==> src/rtl/axil_pkg.sv <==
// Shared definitions for the AXI4-Lite register bank: response codes, FSM
// state types and the address/byte-lane helper functions.
package axil_pkg;

  localparam logic [1:0] OKAY   = 2'd0;
  localparam logic [1:0] SLVERR = 2'd2;
  localparam logic [1:0] DECERR = 2'd3;

  typedef enum logic [1:0] {
    WR_IDLE,
    WR_WAIT_W,
    WR_WAIT_AW,
    WR_RESP
  } wr_state_t;

  typedef enum logic {
    RD_IDLE,
    RD_RESP
  } rd_state_t;

  // Register index from a byte address; the two low address bits are ignored.
  function automatic logic [31:0] addr_to_idx(input logic [31:0] addr,
                                              input logic [31:0] mask);
    return (addr & mask) >> 2;
  endfunction

  function automatic logic [31:0] byte_merge(input logic [31:0] oval,
                                             input logic [31:0] nval,
                                             input logic [3:0]  strb);
    logic [31:0] r;
    r = oval;
    for (int b = 0; b < 4; b++) begin
      if (strb[b]) r[8*b +: 8] = nval[8*b +: 8];
    end
    return r;
  endfunction

endpackage

==> src/rtl/axil_reg_bank_if.sv <==
// AXI4-Lite bus bundle for the register bank (slave side is the bank).
interface axil_reg_bank_if;
  logic [31:0] S_AXI_AWADDR;
  logic        S_AXI_AWVALID;
  logic        S_AXI_AWREADY;
  logic [31:0] S_AXI_WDATA;
  logic [3:0]  S_AXI_WSTRB;
  logic        S_AXI_WVALID;
  logic        S_AXI_WREADY;
  logic [1:0]  S_AXI_BRESP;
  logic        S_AXI_BVALID;
  logic        S_AXI_BREADY;
  logic [31:0] S_AXI_ARADDR;
  logic        S_AXI_ARVALID;
  logic        S_AXI_ARREADY;
  logic [31:0] S_AXI_RDATA;
  logic [1:0]  S_AXI_RRESP;
  logic        S_AXI_RVALID;
  logic        S_AXI_RREADY;

  modport master (
    output S_AXI_AWADDR, S_AXI_AWVALID, S_AXI_WDATA, S_AXI_WSTRB, S_AXI_WVALID,
           S_AXI_BREADY, S_AXI_ARADDR, S_AXI_ARVALID, S_AXI_RREADY,
    input  S_AXI_AWREADY, S_AXI_WREADY, S_AXI_BRESP, S_AXI_BVALID,
           S_AXI_ARREADY, S_AXI_RDATA, S_AXI_RRESP, S_AXI_RVALID
  );

  modport slave (
    input  S_AXI_AWADDR, S_AXI_AWVALID, S_AXI_WDATA, S_AXI_WSTRB, S_AXI_WVALID,
           S_AXI_BREADY, S_AXI_ARADDR, S_AXI_ARVALID, S_AXI_RREADY,
    output S_AXI_AWREADY, S_AXI_WREADY, S_AXI_BRESP, S_AXI_BVALID,
           S_AXI_ARREADY, S_AXI_RDATA, S_AXI_RRESP, S_AXI_RVALID
  );
endinterface

==> src/rtl/axil_sticky_status.sv <==
// Per-bit sticky latches for the status registers; a cleared register reloads
// from the live inputs so a set arriving with the clear is kept.
module axil_sticky_status #(
  parameter int                       SREG_COUNT  = 4,
  parameter logic [SREG_COUNT*32-1:0] STICKY_MASK = '0
) (
  input  logic                    clk,
  input  logic                    resetn,
  input  logic [SREG_COUNT*32-1:0] i_status,
  input  logic [SREG_COUNT-1:0]   i_clear,
  output logic [SREG_COUNT*32-1:0] o_status
);

  logic [SREG_COUNT*32-1:0] latch;

  always_ff @(posedge clk) begin
    if (!resetn) begin
      latch <= '0;
    end else begin
      for (int s = 0; s < SREG_COUNT; s++) begin
        if (i_clear[s])
          latch[32*s +: 32] <= i_status[32*s +: 32] & STICKY_MASK[32*s +: 32];
        else
          latch[32*s +: 32] <= (latch[32*s +: 32] | i_status[32*s +: 32]) &
                               STICKY_MASK[32*s +: 32];
      end
    end
  end

  // Latch only ever holds sticky bits, so a plain OR merges both kinds.
  assign o_status = latch | i_status;

endmodule

==> src/rtl/axil_reg_bank.sv <==
// AXI4-Lite register bank: SREG_COUNT read-only status registers followed by
// CREG_COUNT byte-writable control registers, independent read/write paths.
module axil_reg_bank
  import axil_pkg::*;
#(
  parameter int                       SREG_COUNT    = 4,
  parameter int                       CREG_COUNT    = 6,
  parameter logic [CREG_COUNT*32-1:0] CREG_DEFAULTS = '0,
  parameter logic [SREG_COUNT*32-1:0] STICKY_MASK   = '0,
  parameter logic [31:0]              ADDR_MASK     = 32'h7F
) (
  input  logic                             clk,
  input  logic                             resetn,
  axil_reg_bank_if.slave                   s_axi,
  input  logic [SREG_COUNT*32-1:0]         i_status,
  output logic [CREG_COUNT*32-1:0]         o_control,
  output logic [CREG_COUNT-1:0]            o_wstrobe,
  output logic [SREG_COUNT+CREG_COUNT-1:0] o_rstrobe
);

  localparam int NREG = SREG_COUNT + CREG_COUNT;

  wr_state_t wr_state, wr_next;
  rd_state_t rd_state, rd_next;

  logic        aw_ready, w_ready, ar_ready;
  logic [1:0]  bresp, rresp;
  logic [31:0] rdata;
  logic [31:0] awaddr_q, wdata_q;
  logic [3:0]  wstrb_q;
  logic [31:0] creg [CREG_COUNT];

  logic        aw_hs, w_hs, ar_hs, wr_exec;
  logic [31:0] wr_addr, wr_data, wr_idx;
  logic [3:0]  wr_strb;
  logic [31:0] rd_idx, rd_val;
  logic [1:0]  rd_resp;
  logic [NREG-1:0] rd_hit;
  logic [SREG_COUNT*32-1:0] status_merged;
  logic [SREG_COUNT-1:0]    sticky_clr;

  assign aw_hs = s_axi.S_AXI_AWVALID & aw_ready;
  assign w_hs  = s_axi.S_AXI_WVALID  & w_ready;
  assign ar_hs = s_axi.S_AXI_ARVALID & ar_ready;

  assign s_axi.S_AXI_AWREADY = aw_ready;
  assign s_axi.S_AXI_WREADY  = w_ready;
  assign s_axi.S_AXI_BRESP   = bresp;
  assign s_axi.S_AXI_BVALID  = (wr_state == WR_RESP);
  assign s_axi.S_AXI_ARREADY = ar_ready;
  assign s_axi.S_AXI_RDATA   = rdata;
  assign s_axi.S_AXI_RRESP   = rresp;
  assign s_axi.S_AXI_RVALID  = (rd_state == RD_RESP);

  always_comb begin
    for (int k = 0; k < CREG_COUNT; k++) o_control[32*k +: 32] = creg[k];
  end

  // ---- write path: address/data may arrive in either order ----
  always_comb begin
    wr_next = wr_state;
    wr_exec = 1'b0;
    case (wr_state)
      WR_IDLE: begin
        if (aw_hs && w_hs) begin
          wr_next = WR_RESP;
          wr_exec = 1'b1;
        end else if (aw_hs) begin
          wr_next = WR_WAIT_W;
        end else if (w_hs) begin
          wr_next = WR_WAIT_AW;
        end
      end
      WR_WAIT_W: begin
        if (w_hs) begin
          wr_next = WR_RESP;
          wr_exec = 1'b1;
        end
      end
      WR_WAIT_AW: begin
        if (aw_hs) begin
          wr_next = WR_RESP;
          wr_exec = 1'b1;
        end
      end
      WR_RESP: begin
        if (s_axi.S_AXI_BREADY) wr_next = WR_IDLE;
      end
      default: wr_next = WR_IDLE;
    endcase
  end

  assign wr_addr = (wr_state == WR_WAIT_W)  ? awaddr_q : s_axi.S_AXI_AWADDR;
  assign wr_data = (wr_state == WR_WAIT_AW) ? wdata_q  : s_axi.S_AXI_WDATA;
  assign wr_strb = (wr_state == WR_WAIT_AW) ? wstrb_q  : s_axi.S_AXI_WSTRB;
  assign wr_idx  = addr_to_idx(wr_addr, ADDR_MASK);

  always_ff @(posedge clk) begin
    if (!resetn) wr_state <= WR_IDLE;
    else         wr_state <= wr_next;
  end

  always_ff @(posedge clk) begin
    if (aw_hs) awaddr_q <= s_axi.S_AXI_AWADDR;
    if (w_hs) begin
      wdata_q <= s_axi.S_AXI_WDATA;
      wstrb_q <= s_axi.S_AXI_WSTRB;
    end
  end

  always_ff @(posedge clk) begin
    if (!resetn) begin
      aw_ready  <= 1'b0;
      w_ready   <= 1'b0;
      bresp     <= OKAY;
      o_wstrobe <= '0;
      for (int k = 0; k < CREG_COUNT; k++) creg[k] <= CREG_DEFAULTS[32*k +: 32];
    end else begin
      // Ready tracks which half of the transaction is still outstanding.
      aw_ready  <= (wr_next == WR_IDLE) || (wr_next == WR_WAIT_AW);
      w_ready   <= (wr_next == WR_IDLE) || (wr_next == WR_WAIT_W);
      o_wstrobe <= '0;
      if (wr_exec) begin
        if (wr_idx < 32'(SREG_COUNT))  bresp <= SLVERR;
        else if (wr_idx < 32'(NREG))   bresp <= OKAY;
        else                           bresp <= DECERR;
        for (int k = 0; k < CREG_COUNT; k++) begin
          if (wr_idx == 32'(SREG_COUNT + k) && wr_strb != 4'b0000) begin
            creg[k]      <= byte_merge(creg[k], wr_data, wr_strb);
            o_wstrobe[k] <= 1'b1;
          end
        end
      end
    end
  end

  // ---- read path ----
  axil_sticky_status #(
    .SREG_COUNT  (SREG_COUNT),
    .STICKY_MASK (STICKY_MASK)
  ) u_sticky (
    .clk      (clk),
    .resetn   (resetn),
    .i_status (i_status),
    .i_clear  (sticky_clr),
    .o_status (status_merged)
  );

  assign rd_idx = addr_to_idx(s_axi.S_AXI_ARADDR, ADDR_MASK);

  always_comb begin
    rd_val  = '0;
    rd_resp = DECERR;
    rd_hit  = '0;
    for (int n = 0; n < SREG_COUNT; n++) begin
      if (rd_idx == 32'(n)) begin
        rd_val    = status_merged[32*n +: 32];
        rd_resp   = OKAY;
        rd_hit[n] = 1'b1;
      end
    end
    for (int k = 0; k < CREG_COUNT; k++) begin
      if (rd_idx == 32'(SREG_COUNT + k)) begin
        rd_val               = creg[k];
        rd_resp              = OKAY;
        rd_hit[SREG_COUNT+k] = 1'b1;
      end
    end
  end

  assign sticky_clr = ar_hs ? rd_hit[SREG_COUNT-1:0] : '0;

  always_comb begin
    rd_next = rd_state;
    case (rd_state)
      RD_IDLE: if (ar_hs) rd_next = RD_RESP;
      RD_RESP: if (s_axi.S_AXI_RREADY) rd_next = RD_IDLE;
      default: rd_next = RD_IDLE;
    endcase
  end

  always_ff @(posedge clk) begin
    if (!resetn) rd_state <= RD_IDLE;
    else         rd_state <= rd_next;
  end

  always_ff @(posedge clk) begin
    if (!resetn) begin
      ar_ready  <= 1'b0;
      rdata     <= '0;
      rresp     <= OKAY;
      o_rstrobe <= '0;
    end else begin
      ar_ready  <= (rd_next == RD_IDLE);
      o_rstrobe <= '0;
      if (ar_hs) begin
        rdata     <= rd_val;
        rresp     <= rd_resp;
        o_rstrobe <= rd_hit;
      end
    end
  end

endmodule
==> src/flat_wrapper.sv <==
// flat-port wrapper written by rule: the top's interface ports become plain ports
module axil_reg_bank_flat import axil_pkg::*;
#(
  parameter int                       SREG_COUNT    = 4,
  parameter int                       CREG_COUNT    = 6,
  parameter logic [CREG_COUNT*32-1:0] CREG_DEFAULTS = '0,
  parameter logic [SREG_COUNT*32-1:0] STICKY_MASK   = '0,
  parameter logic [31:0]              ADDR_MASK     = 32'h7F
)
  (clk, resetn, i_status, o_control, o_wstrobe, o_rstrobe, s_axi_S_AXI_AWADDR, s_axi_S_AXI_AWVALID, s_axi_S_AXI_WDATA, s_axi_S_AXI_WSTRB, s_axi_S_AXI_WVALID, s_axi_S_AXI_BREADY, s_axi_S_AXI_ARADDR, s_axi_S_AXI_ARVALID, s_axi_S_AXI_RREADY, s_axi_S_AXI_AWREADY, s_axi_S_AXI_WREADY, s_axi_S_AXI_BRESP, s_axi_S_AXI_BVALID, s_axi_S_AXI_ARREADY, s_axi_S_AXI_RDATA, s_axi_S_AXI_RRESP, s_axi_S_AXI_RVALID);
  axil_reg_bank_if s_axi_i ();
  input  logic clk;
  input  logic resetn;
  input  logic [SREG_COUNT*32-1:0] i_status;
  output logic [CREG_COUNT*32-1:0] o_control;
  output logic [CREG_COUNT-1:0] o_wstrobe;
  output logic [SREG_COUNT+CREG_COUNT-1:0] o_rstrobe;
  input wire logic [$bits(s_axi_i.S_AXI_AWADDR)-1:0] s_axi_S_AXI_AWADDR;
  input wire logic [$bits(s_axi_i.S_AXI_AWVALID)-1:0] s_axi_S_AXI_AWVALID;
  input wire logic [$bits(s_axi_i.S_AXI_WDATA)-1:0] s_axi_S_AXI_WDATA;
  input wire logic [$bits(s_axi_i.S_AXI_WSTRB)-1:0] s_axi_S_AXI_WSTRB;
  input wire logic [$bits(s_axi_i.S_AXI_WVALID)-1:0] s_axi_S_AXI_WVALID;
  input wire logic [$bits(s_axi_i.S_AXI_BREADY)-1:0] s_axi_S_AXI_BREADY;
  input wire logic [$bits(s_axi_i.S_AXI_ARADDR)-1:0] s_axi_S_AXI_ARADDR;
  input wire logic [$bits(s_axi_i.S_AXI_ARVALID)-1:0] s_axi_S_AXI_ARVALID;
  input wire logic [$bits(s_axi_i.S_AXI_RREADY)-1:0] s_axi_S_AXI_RREADY;
  output wire logic [$bits(s_axi_i.S_AXI_AWREADY)-1:0] s_axi_S_AXI_AWREADY;
  output wire logic [$bits(s_axi_i.S_AXI_WREADY)-1:0] s_axi_S_AXI_WREADY;
  output wire logic [$bits(s_axi_i.S_AXI_BRESP)-1:0] s_axi_S_AXI_BRESP;
  output wire logic [$bits(s_axi_i.S_AXI_BVALID)-1:0] s_axi_S_AXI_BVALID;
  output wire logic [$bits(s_axi_i.S_AXI_ARREADY)-1:0] s_axi_S_AXI_ARREADY;
  output wire logic [$bits(s_axi_i.S_AXI_RDATA)-1:0] s_axi_S_AXI_RDATA;
  output wire logic [$bits(s_axi_i.S_AXI_RRESP)-1:0] s_axi_S_AXI_RRESP;
  output wire logic [$bits(s_axi_i.S_AXI_RVALID)-1:0] s_axi_S_AXI_RVALID;
  assign s_axi_i.S_AXI_AWADDR = s_axi_S_AXI_AWADDR;
  assign s_axi_i.S_AXI_AWVALID = s_axi_S_AXI_AWVALID;
  assign s_axi_i.S_AXI_WDATA = s_axi_S_AXI_WDATA;
  assign s_axi_i.S_AXI_WSTRB = s_axi_S_AXI_WSTRB;
  assign s_axi_i.S_AXI_WVALID = s_axi_S_AXI_WVALID;
  assign s_axi_i.S_AXI_BREADY = s_axi_S_AXI_BREADY;
  assign s_axi_i.S_AXI_ARADDR = s_axi_S_AXI_ARADDR;
  assign s_axi_i.S_AXI_ARVALID = s_axi_S_AXI_ARVALID;
  assign s_axi_i.S_AXI_RREADY = s_axi_S_AXI_RREADY;
  assign s_axi_S_AXI_AWREADY = s_axi_i.S_AXI_AWREADY;
  assign s_axi_S_AXI_WREADY = s_axi_i.S_AXI_WREADY;
  assign s_axi_S_AXI_BRESP = s_axi_i.S_AXI_BRESP;
  assign s_axi_S_AXI_BVALID = s_axi_i.S_AXI_BVALID;
  assign s_axi_S_AXI_ARREADY = s_axi_i.S_AXI_ARREADY;
  assign s_axi_S_AXI_RDATA = s_axi_i.S_AXI_RDATA;
  assign s_axi_S_AXI_RRESP = s_axi_i.S_AXI_RRESP;
  assign s_axi_S_AXI_RVALID = s_axi_i.S_AXI_RVALID;
  axil_reg_bank #(.SREG_COUNT(SREG_COUNT), .CREG_COUNT(CREG_COUNT), .CREG_DEFAULTS(CREG_DEFAULTS), .STICKY_MASK(STICKY_MASK), .ADDR_MASK(ADDR_MASK)) u_core (.clk(clk), .resetn(resetn), .s_axi(s_axi_i), .i_status(i_status), .o_control(o_control), .o_wstrobe(o_wstrobe), .o_rstrobe(o_rstrobe));
endmodule
==> config.mk <==
export PLATFORM = sky130hd
export DESIGN_NAME = axil_reg_bank_flat
export DESIGN_NICKNAME = d
export VERILOG_FILES = /design/src/rtl/axil_pkg.sv /design/src/rtl/axil_reg_bank_if.sv /design/src/rtl/axil_sticky_status.sv /design/src/rtl/axil_reg_bank.sv /design/src/flat_wrapper.sv
export SDC_FILE = /design/constraint.sdc
export NUM_CORES = 1
export LEC_CHECK = 0
export ABC_AREA = 1
export BUFFER_PORTS_ARGS = -buffer_cell sky130_fd_sc_hd__buf_2
export CORE_AREA = 2 2 186 188
export DETAILED_ROUTE_END_ITERATION = 8
export DIE_AREA = 0 0 188 190
export GPL_ROUTABILITY_DRIVEN = 0
export PLACE_DENSITY = 0.68
export SLEW_MARGIN = 5
export SYNTH_ARGS = -nofsm -noshare
export SYNTH_HDL_FRONTEND = slang
export SYNTH_SLANG_ARGS = --single-unit
==> constraint.sdc <==
create_clock -name clk -period 4.6 [get_ports clk]
set_input_delay 1.38 -clock clk [delete_from_list [all_inputs] [get_ports clk]]
set_output_delay 1.38 -clock clk [all_outputs]
set_load 0.1 [all_outputs]
* After elaboration in Yosys (flattened, before gate mapping)
Memory sizes are Yosys's and may differ from the RTL's.
Index checks and enable logic that the tools add are counted.
** Operators by class
- Magnitude comparators :: 2
- Eq/ne operators :: 20
- Muxes and demuxes :: 176
- Bitwise logic cells :: 11
- Reductions and logical operators :: 15
** Operators by type and width (count)
- $mux 8 :: 96
- $mux 32 :: 17
- $eq 5x3->1 const B :: 8
- $mux 1 :: 40
- $mux 2 :: 18
- $logic_not 32->1 :: 1
- $eq 5x4->1 const B :: 4
- $eq 5x2->1 const B :: 2
- $pmux 2 s4 :: 1
- $logic_and 1x1->1 :: 7
- $mux 7 :: 1
- $eq 2x2->1 const B :: 3
- $or 1x1->1 :: 6
- $eq 5x1->1 const B :: 1
- $lt 5x3->1 const B :: 1
- $lt 5x4->1 const B :: 1
- $eq 2x1->1 const B :: 2
- $logic_not 2->1 :: 2
- $mux 4 :: 1
- $reduce_and 2->1 :: 2
- $reduce_bool 4->1 :: 1
- $and 1x1->1 :: 3
- $pmux 1 s3 :: 1
- $logic_or 1x1->1 :: 2
- other kinds (2) :: 3
** Word-level totals
- Register bits after elaboration :: 101
- Memory bits (writable) :: 192
- Input port bits :: 235
- Memories kept :: 1
** Memories
- u_core.creg :: words 6, width 32, read ports 6, clocked after memory_dff 0, wr ports 6, RTL line axil_reg_bank.sv:31 : logic [31:0] creg [CREG_COUNT];

* Logic depth before layout (Yosys ltp)
Gate-level depths: netlist (run 1).
- Word-level depth :: 11
- Gate-level depth with buffers :: 13
- Mapped depth without buffers :: 11

* Hierarchy
A second synthesis (run 1) with hierarchy kept.
** Unflattened totals
- Cell total of the unflattened synthesis :: 1605
- Area total of the unflattened synthesis :: 14391.3 sq um
** By module, submodules not included
- axil_reg_bank :: instances 1, cells each 1477, area each 13430.4 sq um
- axil_sticky_status :: instances 1, cells each 128, area each 960.9 sq um

* Least setup slack after synthesis (run 1)
No wires, ideal clock.
- Kind :: in2reg
- From :: input s_axi_S_AXI_WVALID
- To :: memory u_core.creg[5][0], in the netlist u_core.creg[0][160], enable pin
- Setup time :: 0.384 ns
- Arrival :: 3.949 ns
- Data required time :: 4.216 ns
- Setup slack :: 0.267 ns
- Cell stages on the path :: 8
- Buffers on the path :: 0
- Path through :: nand2_1 > inv_1 > nor2_1 > nor3_2 > nand2_1 > a41oi_4 > nand3_2 > o21ai_0
** RTL lines
- start, declared :: RTL line flat_wrapper.sv:22 : input wire logic [$bits(s_axi_i.S_AXI_WVALID)-1:0] s_axi_S_AXI_WVALID;
- end, declared :: RTL line axil_reg_bank.sv:31

==> results of run 1 <==
-- stage by stage --
stage | cell area [µm²] | std cells | utilization | worst slack, ns
3_3_place_gp | 15900 | 2218 | 0.468 | 0.664
4_1_cts | 17000 | 2274 | 0.499 | 1.14
2_1_floorplan | 13200 | 1368 | - | 0.267
6_report | 17000 | 2274 | 0.499 | 1.10
5_1_grt | 17000 | 2274 | 0.499 | 0.912
3_5_place_dp | 15900 | 2218 | 0.468 | 0.557
-- registers in the layout, summed over array words and instances (netlist names), 4 cells and up --
name,cells
u_core.creg,192
u_core.s_axi.S_AXI_RDATA,32
u_core.wdata_q,32
u_core.o_rstrobe,10
u_core.o_wstrobe,6
u_core.awaddr_q,5
u_core.wstrb_q,4
-- worst max-delay path by stage --
stage,end,slack [ns]
floorplan,u_core.creg[0][160],0.27
global placement,u_core.creg[0][172],0.66
detailed placement,u_core.creg[0][179],0.56
CTS,u_core.creg[0][176],1.14
global route,u_core.creg[0][167],0.91
finish,u_core.creg[0][183],1.10
-- metal layers --
metal | track usage | routed length, µm | up-vias
li1 | - | - | 5491
met1 | 0.338 | 19500 | 5378
met2 | 0.380 | 20400 | 583
met3 | 0.0603 | 4560 | 92
met4 | 0.0787 | 1560 | 0
met5 | 0 | 0 | -
-- critical path, delay by kind of cell --
kind	cells	cell delay [ns]
AO/OA/AOI/OAI	2	0.80
buffers and inverters	3	0.48
AND/OR/NAND/NOR	5	1.07
-- cell type report --
| type | count | area, µm² |
|---|---|---|
| fill | 3187 | 17000 |
| clock inverter | 21 | 272 |
| clock buffer | 35 | 791 |
| inverter | 89 | 334 |
| timing repair buffer | 471 | 2460 |
| sequential | 290 | 8140 |
| multi-input combinational | 913 | 4390 |
| tap | 455 | 569 |
-- placed cells by master (no fill, tap or decap), types with 4 or more instances in the layout --
| cell | count |
|---|---|
| nor2_2 | 9 |
| edfxtp_1 | 233 |
| o22ai_1 | 20 |
| buf_2 | 429 |
| dfxtp_1 | 57 |
| o221a_2 | 8 |
| clkbuf_1 | 4 |
| nor3_1 | 42 |
| inv_1 | 79 |
| nor2_1 | 206 |
| clkinv_2 | 4 |
| nand4_1 | 12 |
| nand3_1 | 68 |
| nor3_2 | 29 |
| buf_4 | 42 |
| nand2_1 | 352 |
| o21ai_0 | 39 |
| bufinv_16 | 6 |
| clkbuf_16 | 31 |
| a31oi_1 | 9 |
| clkinv_1 | 6 |
| inv_2 | 8 |
| mux2i_1 | 32 |
| clkinvlp_4 | 4 |
| a21oi_1 | 68 |
-- cells by family after synthesis --
| kind of cell | Yosys count | synth area share |
|---|---|---|
| flip-flops | 290 | 0.616 |
| AO/OA/AOI/OAI | 152 | 0.0671 |
| AND/OR/NAND/NOR | 729 | 0.239 |
| multiplexers | 32 | 0.0243 |
| buffers and inverters | 165 | 0.0532 |
-- power groups by stage --
| stage | logic, mW | clock network, mW | registers (mW) |
|---|---|---|---|
| global placement | 1.14 | 0 | 3.03 |
| global route | 1.20 | 2.75 | 2.98 |
| finish | 1.15 | 2.62 | 2.98 |
| detailed placement | 1.14 | 0 | 3.03 |
| floorplan | 0.270 | 0 | 3.58 |
| CTS | 1.15 | 2.65 | 2.97 |
==> summary.txt, run 1 <==
Run status
  • Status: finished clean

Hold path
  • Hold Startpoint: u_core.s_axi.S_AXI_RDATA[0]
  • Hold/Removal Path Class: register to register
  • Hold depth: 2
  • Worst Hold End: u_core.s_axi.S_AXI_RDATA[0]

Power and ir drop
  • Clock power share: 0.388
  • Pwr/cell area: 398 mW/mm²
  • Share of power burned in registers: 0.441
  • NetSw: 2.05 mW
  • Gate power share: 0.171
  • Power Internal: 4.70 mW
  • Static Leak: 7.74 nW
  • Tot Pwr: 6.74 mW
  • Peak VDD IR: 0.000243 V
  • Switching Fraction: 0.303

Setup path
  • Worst r2r src: u_core.wr_state[0]
  • Endpoint class of the critical path: register
  • Critical path class: primary input to register
  • Register-to-Register Setup Slack: 1.21 ns
  • Reg2reg end: u_core.creg[0][183]
  • Worst path arrival time: 3.75 ns
  • Crit-path cells: buf_2, nand2_1, inv_1, nor2_1, nor3_2, nand2_1, a41oi_4, nand3_2, o21ai_0, buf_4
  • Slowest-stage cell, CP: nand3_2
  • Crit-path most repeated cell: nand2_1
  • CP max FO: 23
  • Reg2Reg Depth: 9
  • CP required: 4.85 ns
  • Max stage delay on crit path: 0.58 ns
  • Crit path launch: s_axi_S_AXI_AWVALID
  • CP startpoint kind: primary input

Routing
  • Drt pass-1 iters: 7
  • Drt total wl: 46000 µm
  • DRT iter0 DRCs: 1134
  • DR WL/cell: 20.2 µm
  • Total number of vias: 11500
  • DR DRC count: 0
  • Antenna-violating nets left: 0
  • Routed vias/inst: 5.08

STA
  • Crit path time final: 3.50 ns
  • Fin. Hold Viols: 0
  • Final setup viols: 0
  • Final slew viol count: 0
  • Hold slack: 0.463 ns
  • Clk_skew: 0.0174 ns
  • RSZ-0062 raised after global routing: false
  • Final TNS setup: 0 ns
  • Max-slew headroom: 0.212
  • Slew @ Worst Pin: 1.18 ns
  • Peak Freq: 0.286 GHz
  • Fin crit share: 0.761

Global routing
  • GR Overflow Total: 0
  • Global-route wire length before repair: 66300 µm
  • Initial antenna violation count: 0
  • Global Route Usage Sum: 0.245
  • Largest net degree at the start of global routing: 67
  • Vias in the first global route: 10600

Clocking
  • Clk_lat worst skew: 0.56 ns
  • H-tree depth: 1
  • PostCTS Resize Cnt: 0
  • CTS tree: done
  • CTS hold repair buffers: 0
  • Setup bufs post-CTS: 0
  • CTS Buf Count: 31
  • Longest Clk Path Bufs: 3
  • Clock transition at path regs: 0.06 ns
  • Sinks on the clock net: 290
  • Clock root cell: clkbuf_16

Place
  • Post-DP HPWL: 35600 µm
  • # port buffers: 429

Layout
  • Antenna Cells: 0
  • P&R area growth vs syn: 28.4%
  • Final #Nets: 2031
  • Share of cells above drive strength 1: 0.322

Yosys
  • Synth Instances: 1368
  • Post-synthesis sequential area ratio: 0.616
  • Top-count cell post-synth: nand2_1
  • Post-synth top area share: 0.530
  • Asr flop ratio synth: 0
  • Yosys top cell by area: edfxtp_1
  • Avg Synthesized Cell Area: 9.65 µm²
  • Post-synth EDFFs: 233
  • Mapped cell area: 0.0132 mm²
  • Main synth FF type: edfxtp_1
  • Post-synth net total: 1603
  • Top cell types by occurrence after synthesis: nand2_1, edfxtp_1, nor2_1, inv_1
  • Synth top area cells: edfxtp_1, nand2_1, dfxtp_1
  • Synth Warn #: 0
  • Synth Register Bits: 290
  • Synth unique cells: 35

Floorplanning
  • Core area: 0.0339 mm²
  • Initial Util: 0.389
  • Die Footprint: 0.0357 mm²
  • Die span in y: 190 µm
  • Die W: 188 µm
  • FP Rows: 68
  • Ports: 484

Flow run
  • Max Cap Viol: 0
Note: power is estimated with default switching activity, not from simulation.
==> inputs of run 2 (changes only) <==
clock period = 3.5 ns   (was 4.6 ns; I/O delays follow)
==> summary.txt, run 2 (synthesis gave the netlist of run 1 again) <==
Setup path
  • Crit path launch: u_core.wr_state[1] (was s_axi_S_AXI_AWVALID)
  • Crit-path cells: nand2_2, o21a_1, inv_2, a41oi_4, nand3_2, buf_4, nor3_1 (was buf_2, nand2_1, inv_1, nor2_1, nor3_2, nand2_1, a41oi_4, nand3_2, o21ai_0, buf_4)
  • Slowest-stage cell, CP: buf_4 (was nand3_2)
  • CP startpoint kind: register (was primary input)
  • Critical path class: register to register (was primary input to register)
  • Max stage delay on crit path: 0.71 ns (was 0.58 ns)
  • Reg2reg end: u_core.creg[0][5] (was u_core.creg[0][183])
  • Endpoint class of the critical path: register (unchanged)
  • Reg2Reg Depth: 7 (was 9)
  • CP max FO: 66 (was 23)
  • End of the critical path: u_core.creg[0][5] (was u_core.creg[0][183])
  • Worst r2r src: u_core.wr_state[1] (was u_core.wr_state[0])
  • CP required: 3.71 ns (was 4.85 ns)
  • Register-to-Register Setup Slack: 0.65 ns (was 1.21 ns)
  • Worst path arrival time: 3.06 ns (was 3.75 ns)

Run status
  • Status: finished clean (unchanged)

Power and ir drop
  • Peak VDD IR: 0.000292 V (was 0.000243 V)
  • Static Leak: 7.78 nW (was 7.74 nW)
  • Tot Pwr: 8.72 mW (was 6.74 mW)
  • Pwr/cell area: 513 mW/mm² (was 398 mW/mm²)

Global routing
  • Met2 GRT Util: 0.384 (was 0.380)
  • Global-route wire length before repair: 66000 µm (was 66300 µm)
  • Global Route Usage Sum: 0.245 (about the same)
  • Initial antenna violation count: 0 (unchanged)
  • Vias in the first global route: 10800 (was 10600)
  • Global routing usage on met1: 0.333 (was 0.338)
  • Largest net degree at the start of global routing: 67 (unchanged)
  • GR Overflow Total: 0 (unchanged)
  • GR peak layer: met2 (unchanged)
  • Met3 Resource Use GR: 0.0609 (was 0.0603)

STA
  • Max-slew headroom: 0.401 (was 0.212)
  • Hold slack: 0.459 ns (was 0.463 ns)
  • Fin. Hold Viols: 0 (unchanged)
  • Clk_skew: 0.0102 ns (was 0.0174 ns)
  • Final slew viol count: 0 (unchanged)
  • Final setup viols: 0 (unchanged)
  • Peak Freq: 0.351 GHz
  • Slew @ Worst Pin: 0.873 ns (was 1.18 ns)
  • Crit path time final: 2.85 ns
  • Fin crit share: 0.813
  • RSZ-0062 raised after global routing: false (unchanged)

Clocking
  • CTS tree: done (unchanged)
  • CTS Buf Count: 34 (was 31)
  • Clk_lat worst skew: 0.50 ns (was 0.56 ns)
  • Clock root cell: clkbuf_16 (unchanged)
  • CTS hold repair buffers: 0 (unchanged)
  • Setup bufs post-CTS: 0 (unchanged)
  • PostCTS Resize Cnt: 0 (unchanged)
  • H-tree depth: 2 (was 1)
  • Sinks on the clock net: 290 (unchanged)
  • Longest Clk Path Bufs: 3 (unchanged)
  • Clock transition at path regs: 0.06 ns (about the same)

Routing
  • Drt total wl: 45400 µm (was 46000 µm)
  • DRT iter0 DRCs: 959 (was 1134)
  • DR WL/cell: 19.8 µm (was 20.2 µm)
  • DR DRC count: 0 (unchanged)
  • Antenna-violating nets left: 0 (unchanged)
  • Drt pass-1 iters: 6 (was 7)
  • Total number of vias: 11500 (about the same)
  • Routed vias/inst: 5.05 (was 5.08)

Layout
  • Number of flip-flops in the largest register: 192 (unchanged)
  • Share of cells above drive strength 1: 0.324 (was 0.322)
  • Non-Filler Instances: 2285 (was 2274)
  • Most flops, register: u_core.creg (unchanged)
  • Final #Nets: 2046 (was 2031)
  • Most common cell after layout, fill and taps aside: buf_2 (unchanged)
  • P&R area growth vs syn: 28.8% (was 28.4%)
  • Antenna Cells: 0 (unchanged)
  • Most frequent cells in the layout: buf_2, nand2_1, edfxtp_1 (unchanged)

Floorplanning
  • Initial Util: 0.389 (unchanged)
  • Die W: 188 µm (unchanged)
  • Die Footprint: 0.0357 mm² (unchanged)
  • Die span in y: 190 µm (unchanged)
  • Ports: 484 (unchanged)
  • FP Rows: 68 (unchanged)
  • Core area: 0.0339 mm² (unchanged)

Hold path
  • Hold/Removal Path Class: register to register (unchanged)
  • Hold depth: 2 (unchanged)
  • Hold Startpoint: u_core.s_axi.S_AXI_RDATA[8] (was u_core.s_axi.S_AXI_RDATA[0])

Flow run
  • Max Cap Viol: 0 (unchanged)

Place
  • Dpl cells: 2230 (was 2218)
  • # port buffers: 429 (unchanged)
  • Post-DP HPWL: 36000 µm (was 35600 µm)
-- run 2: layout make-up --
| type | instances | area (µm²) |
|---|---|---|
| inverter | 89 | 338 |
| clock inverter | 13 | 115 |
| tap | 455 | 569 |
| sequential | 290 | 8140 |
| timing repair buffer | 483 | 2550 |
| multi-input combinational | 913 | 4390 |
| clock buffer | 42 | 902 |
| fill | 3164 | 16900 |
-- run 2: power breakdown --
group	switching, mW	internal, mW	total [mW]	leakage, nW
clock network	1.33	1.97	3.30	0.498
registers	0.0679	3.84	3.91	2.83
logic	1.24	0.269	1.51	4.45
-- run 2: worst min-delay path by stage --
stage               slack, ns                           end
detailed placement       0.45   u_core.s_axi.S_AXI_RDATA[8]
global route             0.48   u_core.s_axi.S_AXI_RDATA[8]
global placement         0.45  u_core.s_axi.S_AXI_RDATA[12]
floorplan                0.57    u_core.s_axi.S_AXI_AWREADY
finish                   0.46   u_core.s_axi.S_AXI_RDATA[8]
CTS                      0.46   u_core.s_axi.S_AXI_RDATA[8]
-- run 2: metrics by stage --
step	instance area [µm²]	utilization	TNS [ns]	setup WS, ns
after floorplan	13200	-	-5.19	-0.162
after global routing	17000	0.501	0	0.469
after global placement	16000	0.471	0	0.270
after detailed placement	16000	0.471	0	0.207
final	17000	0.501	0	0.653
after CTS	17000	0.501	0	0.648
-- run 2: layer usage --
layer | vias to the layer above | share of wire
met2 | 594 | 0.45
met4 | 0 | 0.032
li1 | 5510 | -
met3 | 82 | 0.092
met5 | - | 0
met1 | 5353 | 0.42
-- run 2: worst max-delay path, delay by kind of cell (launching register included) --
kind	cells	cell delay [ns]
compound gates	2	0.60
buf+inv	2	0.86
flops	1	0.43
simple gates	3	0.63
==> inputs of run 3 (changes only) <==
ABC_AREA = 0   (was 1)
CORE_AREA = 2 2 188 190   (was 2 2 186 188)
DIE_AREA = 0 0 190 192   (was 0 0 188 190)
PLACE_DENSITY = 0.7   (was 0.68)
clock period = 2.7 ns   (was 3.5 ns; I/O delays follow)
==> summary.txt, run 3 <==
Yosys
  • Main synth FF type: edfxtp_1 (unchanged)
  • Synth unique cells: 52 (was 35)
  • Mapped cell area: 0.0143 mm² (was 0.0132 mm²)
  • Post-synth top area share: 0.490 (was 0.530)
  • Synth Instances: 1373 (was 1368)
  • Yosys top cell by area: edfxtp_1 (unchanged)
  • Synth top area cells: edfxtp_1, dfxtp_1, nor2_1 (was edfxtp_1, nand2_1, dfxtp_1)
  • Post-synthesis sequential area ratio: 0.570 (was 0.616)
  • Avg Synthesized Cell Area: 10.4 µm² (was 9.65 µm²)
  • Synth Register Bits: 290 (unchanged)
  • Synth Warn #: 0 (unchanged)
  • Post-synth net total: 1608 (was 1603)
  • Top cell types by occurrence after synthesis: nor2_1, edfxtp_1, a21oi_1, o21ai_0, clkbuf_1 (was nand2_1, edfxtp_1, nor2_1, inv_1)
  • Post-synth EDFFs: 233 (unchanged)
  • Asr flop ratio synth: 0 (unchanged)
  • Top-count cell post-synth: nor2_1 (was nand2_1)

Routing
  • Antenna-violating nets left: 0 (unchanged)
  • DRT iter0 DRCs: 1361 (was 959)
  • DR WL/cell: 23.7 µm (was 19.8 µm)
  • Drt pass-1 iters: 6 (unchanged)
  • Drt total wl: 55600 µm (was 45400 µm)
  • Total number of vias: 13500 (was 11500)
  • Routed vias/inst: 5.74 (was 5.05)
  • DR DRC count: 0 (unchanged)

Clocking
  • Clock transition at path regs: 0.06 ns (about the same)
  • PostCTS Resize Cnt: 0 (unchanged)
  • Sinks on the clock net: 290 (unchanged)
  • CTS hold repair buffers: 0 (unchanged)
  • Clock root cell: clkbuf_16 (unchanged)
  • H-tree depth: 1 (was 2)
  • Longest Clk Path Bufs: 3 (unchanged)
  • CTS tree: done (unchanged)
  • CTS Buf Count: 31 (was 34)
  • Setup bufs post-CTS: 0 (unchanged)
  • Clk_lat worst skew: 0.59 ns (was 0.50 ns)

Run status
  • Status: finished clean (unchanged)

Floorplanning
  • Die span in y: 192 µm (was 190 µm)
  • Ports: 484 (unchanged)
  • FP Rows: 68 (unchanged)
  • Core area: 0.0343 mm² (was 0.0339 mm²)
  • Die W: 190 µm (was 188 µm)
  • Initial Util: 0.416 (was 0.389)
  • Die Footprint: 0.0365 mm² (was 0.0357 mm²)

Hold path
  • Hold/Removal Path Class: primary input to register (was register to register)
  • Hold depth: 1 (was 2)

Global routing
  • Global Route Usage Sum: 0.292 (was 0.245)
  • Largest net degree at the start of global routing: 37 (was 67)
  • Vias in the first global route: 12700 (was 10800)
  • GR Overflow Total: 0 (unchanged)
  • Global-route wire length before repair: 79200 µm (was 66000 µm)
  • Initial antenna violation count: 1 (was 0)

Setup path
  • CP required: 2.98 ns (was 3.71 ns)
  • Crit path launch: u_core.wr_state[0] (was u_core.wr_state[1])
  • Endpoint class of the critical path: register (unchanged)
  • Slowest-stage cell, CP: dfxtp_1 (was buf_4)
  • Crit-path cells: nor2b_1, mux2_2, nor3_1, nand2_2, o21ai_0, buf_4 (was nand2_2, o21a_1, inv_2, a41oi_4, nand3_2, buf_4, nor3_1)
  • Register-to-Register Setup Slack: 0.26 ns (was 0.65 ns)
  • Max stage delay on crit path: 0.42 ns (was 0.71 ns)
  • Reg2Reg Depth: 6 (was 7)
  • Critical path class: register to register (unchanged)
  • CP max FO: 13 (was 66)
  • Worst r2r src: u_core.wr_state[0] (was u_core.wr_state[1])
  • End of the critical path: u_core.creg[0][130] (was u_core.creg[0][5])
  • Worst path arrival time: 2.72 ns (was 3.06 ns)
  • Reg2reg end: u_core.creg[0][130] (was u_core.creg[0][5])
  • CP startpoint kind: register (unchanged)

Layout
  • Final #Nets: 2104 (was 2046)
  • Most frequent cells in the layout: buf_2, nor2_1, edfxtp_1 (was buf_2, nand2_1, edfxtp_1)
  • Share of cells above drive strength 1: 0.374 (was 0.324)
  • Most common cell after layout, fill and taps aside: buf_2 (unchanged)
  • P&R area growth vs syn: 32.9% (was 28.8%)
  • Number of flip-flops in the largest register: 192 (unchanged)
  • Design Area, Final: 0.0190 mm² (was 0.0170 mm²)
  • Most flops, register: u_core.creg (unchanged)

STA
  • Final setup viols: 0 (unchanged)
  • Peak Freq: 0.410 GHz (was 0.351 GHz)
  • RSZ-0062 raised after global routing: false (unchanged)
  • Hold slack: 0.413 ns (was 0.459 ns)
  • Fin. Hold Viols: 0 (unchanged)
  • Final Worst Setup Slack: 0.263 ns (was 0.653 ns)
  • Crit path time final: 2.44 ns (was 2.85 ns)
  • Slew @ Worst Pin: 0.720 ns (was 0.873 ns)
  • Max-slew headroom: 0.518 (was 0.401)
  • Final slew viol count: 0 (unchanged)
  • Clk_skew: 0.0217 ns (was 0.0102 ns)
  • Fin crit share: 0.902 (was 0.813)

Place
  • # port buffers: 429 (unchanged)
  • Post-DP HPWL: 44000 µm (was 36000 µm)
  • Pre-CTS setup slack: -0.161 ns (was 0.207 ns)
  • Placed inst area: 0.0179 mm² (was 0.0160 mm²)

Power and ir drop
  • Peak VDD IR: 0.000481 V (was 0.000292 V)
  • Pwr/cell area: 624 mW/mm² (was 513 mW/mm²)
  • Static Leak: 7.68 nW (was 7.78 nW)

Flow run
  • Max Cap Viol: 0 (unchanged)
[run 3: cells by family after synthesis]
logic type      count (synthesis)  synth area share
mux                            48            0.0348
flops                         290             0.570
buf+inv                       127            0.0393
simple gates                  545             0.191
compound gates                363             0.164
[run 3: layout make-up]
type / count / area (µm²)
diodes: 1 / 2.50
clock buffers: 36 / 795
clock inverters: 21 / 251
fillers: 2985 / 15300
inverters: 4 / 15.0
multi-input cells: 956 / 5640
flip-flops and latches: 290 / 8140
well taps: 455 / 569
repair buffers: 586 / 3540
[run 3: worst min path at each step]
stage,start,endpoint
final,s_axi_S_AXI_WDATA[21],u_core.wdata_q[21]
after global routing,s_axi_S_AXI_WDATA[21],u_core.wdata_q[21]
after CTS,s_axi_S_AXI_WDATA[21],u_core.wdata_q[21]
after detailed placement,u_core.s_axi.S_AXI_BRESP[1],u_core.s_axi.S_AXI_BRESP[1]
after global placement,u_core.s_axi.S_AXI_BRESP[1],u_core.s_axi.S_AXI_BRESP[1]
after floorplan,u_core.wr_state[0],u_core.wr_state[0]
[run 3: metrics by stage]
step	std cells	setup TNS [ns]	utilization	power [mW]
floorplan	1373	-9.94	-	6.71
global placement	2287	-0.826	0.521	7.44
detailed placement	2287	-1.83	0.521	7.47
CTS	2344	0	0.551	11.8
global route	2349	0	0.553	12.1
finish	2349	0	0.553	11.8
[run 3: metal layers]
layer / track usage / vias to the layer above / routed length, µm
met1: 0.398 / 6368 / 22100
met4: 0.122 / 0 / 2480
met3: 0.0830 / 139 / 7000
met2: 0.437 / 903 / 24000
li1: - / 6075 / -
met5: 0 / - / 0
[run 3: critical path: cells and delay by family (launching register included)]
kind | cells | cell delay (ns)
buf+inv | 1 | 0.23
compound gates | 1 | 0.28
flops | 1 | 0.42
mux | 1 | 0.41
simple gates | 3 | 0.79
[run 3: where the power goes]
part           switching, mW  internal [mW]
clock                   1.81           2.59
sequential             0.115           4.98
combinational           1.74          0.581
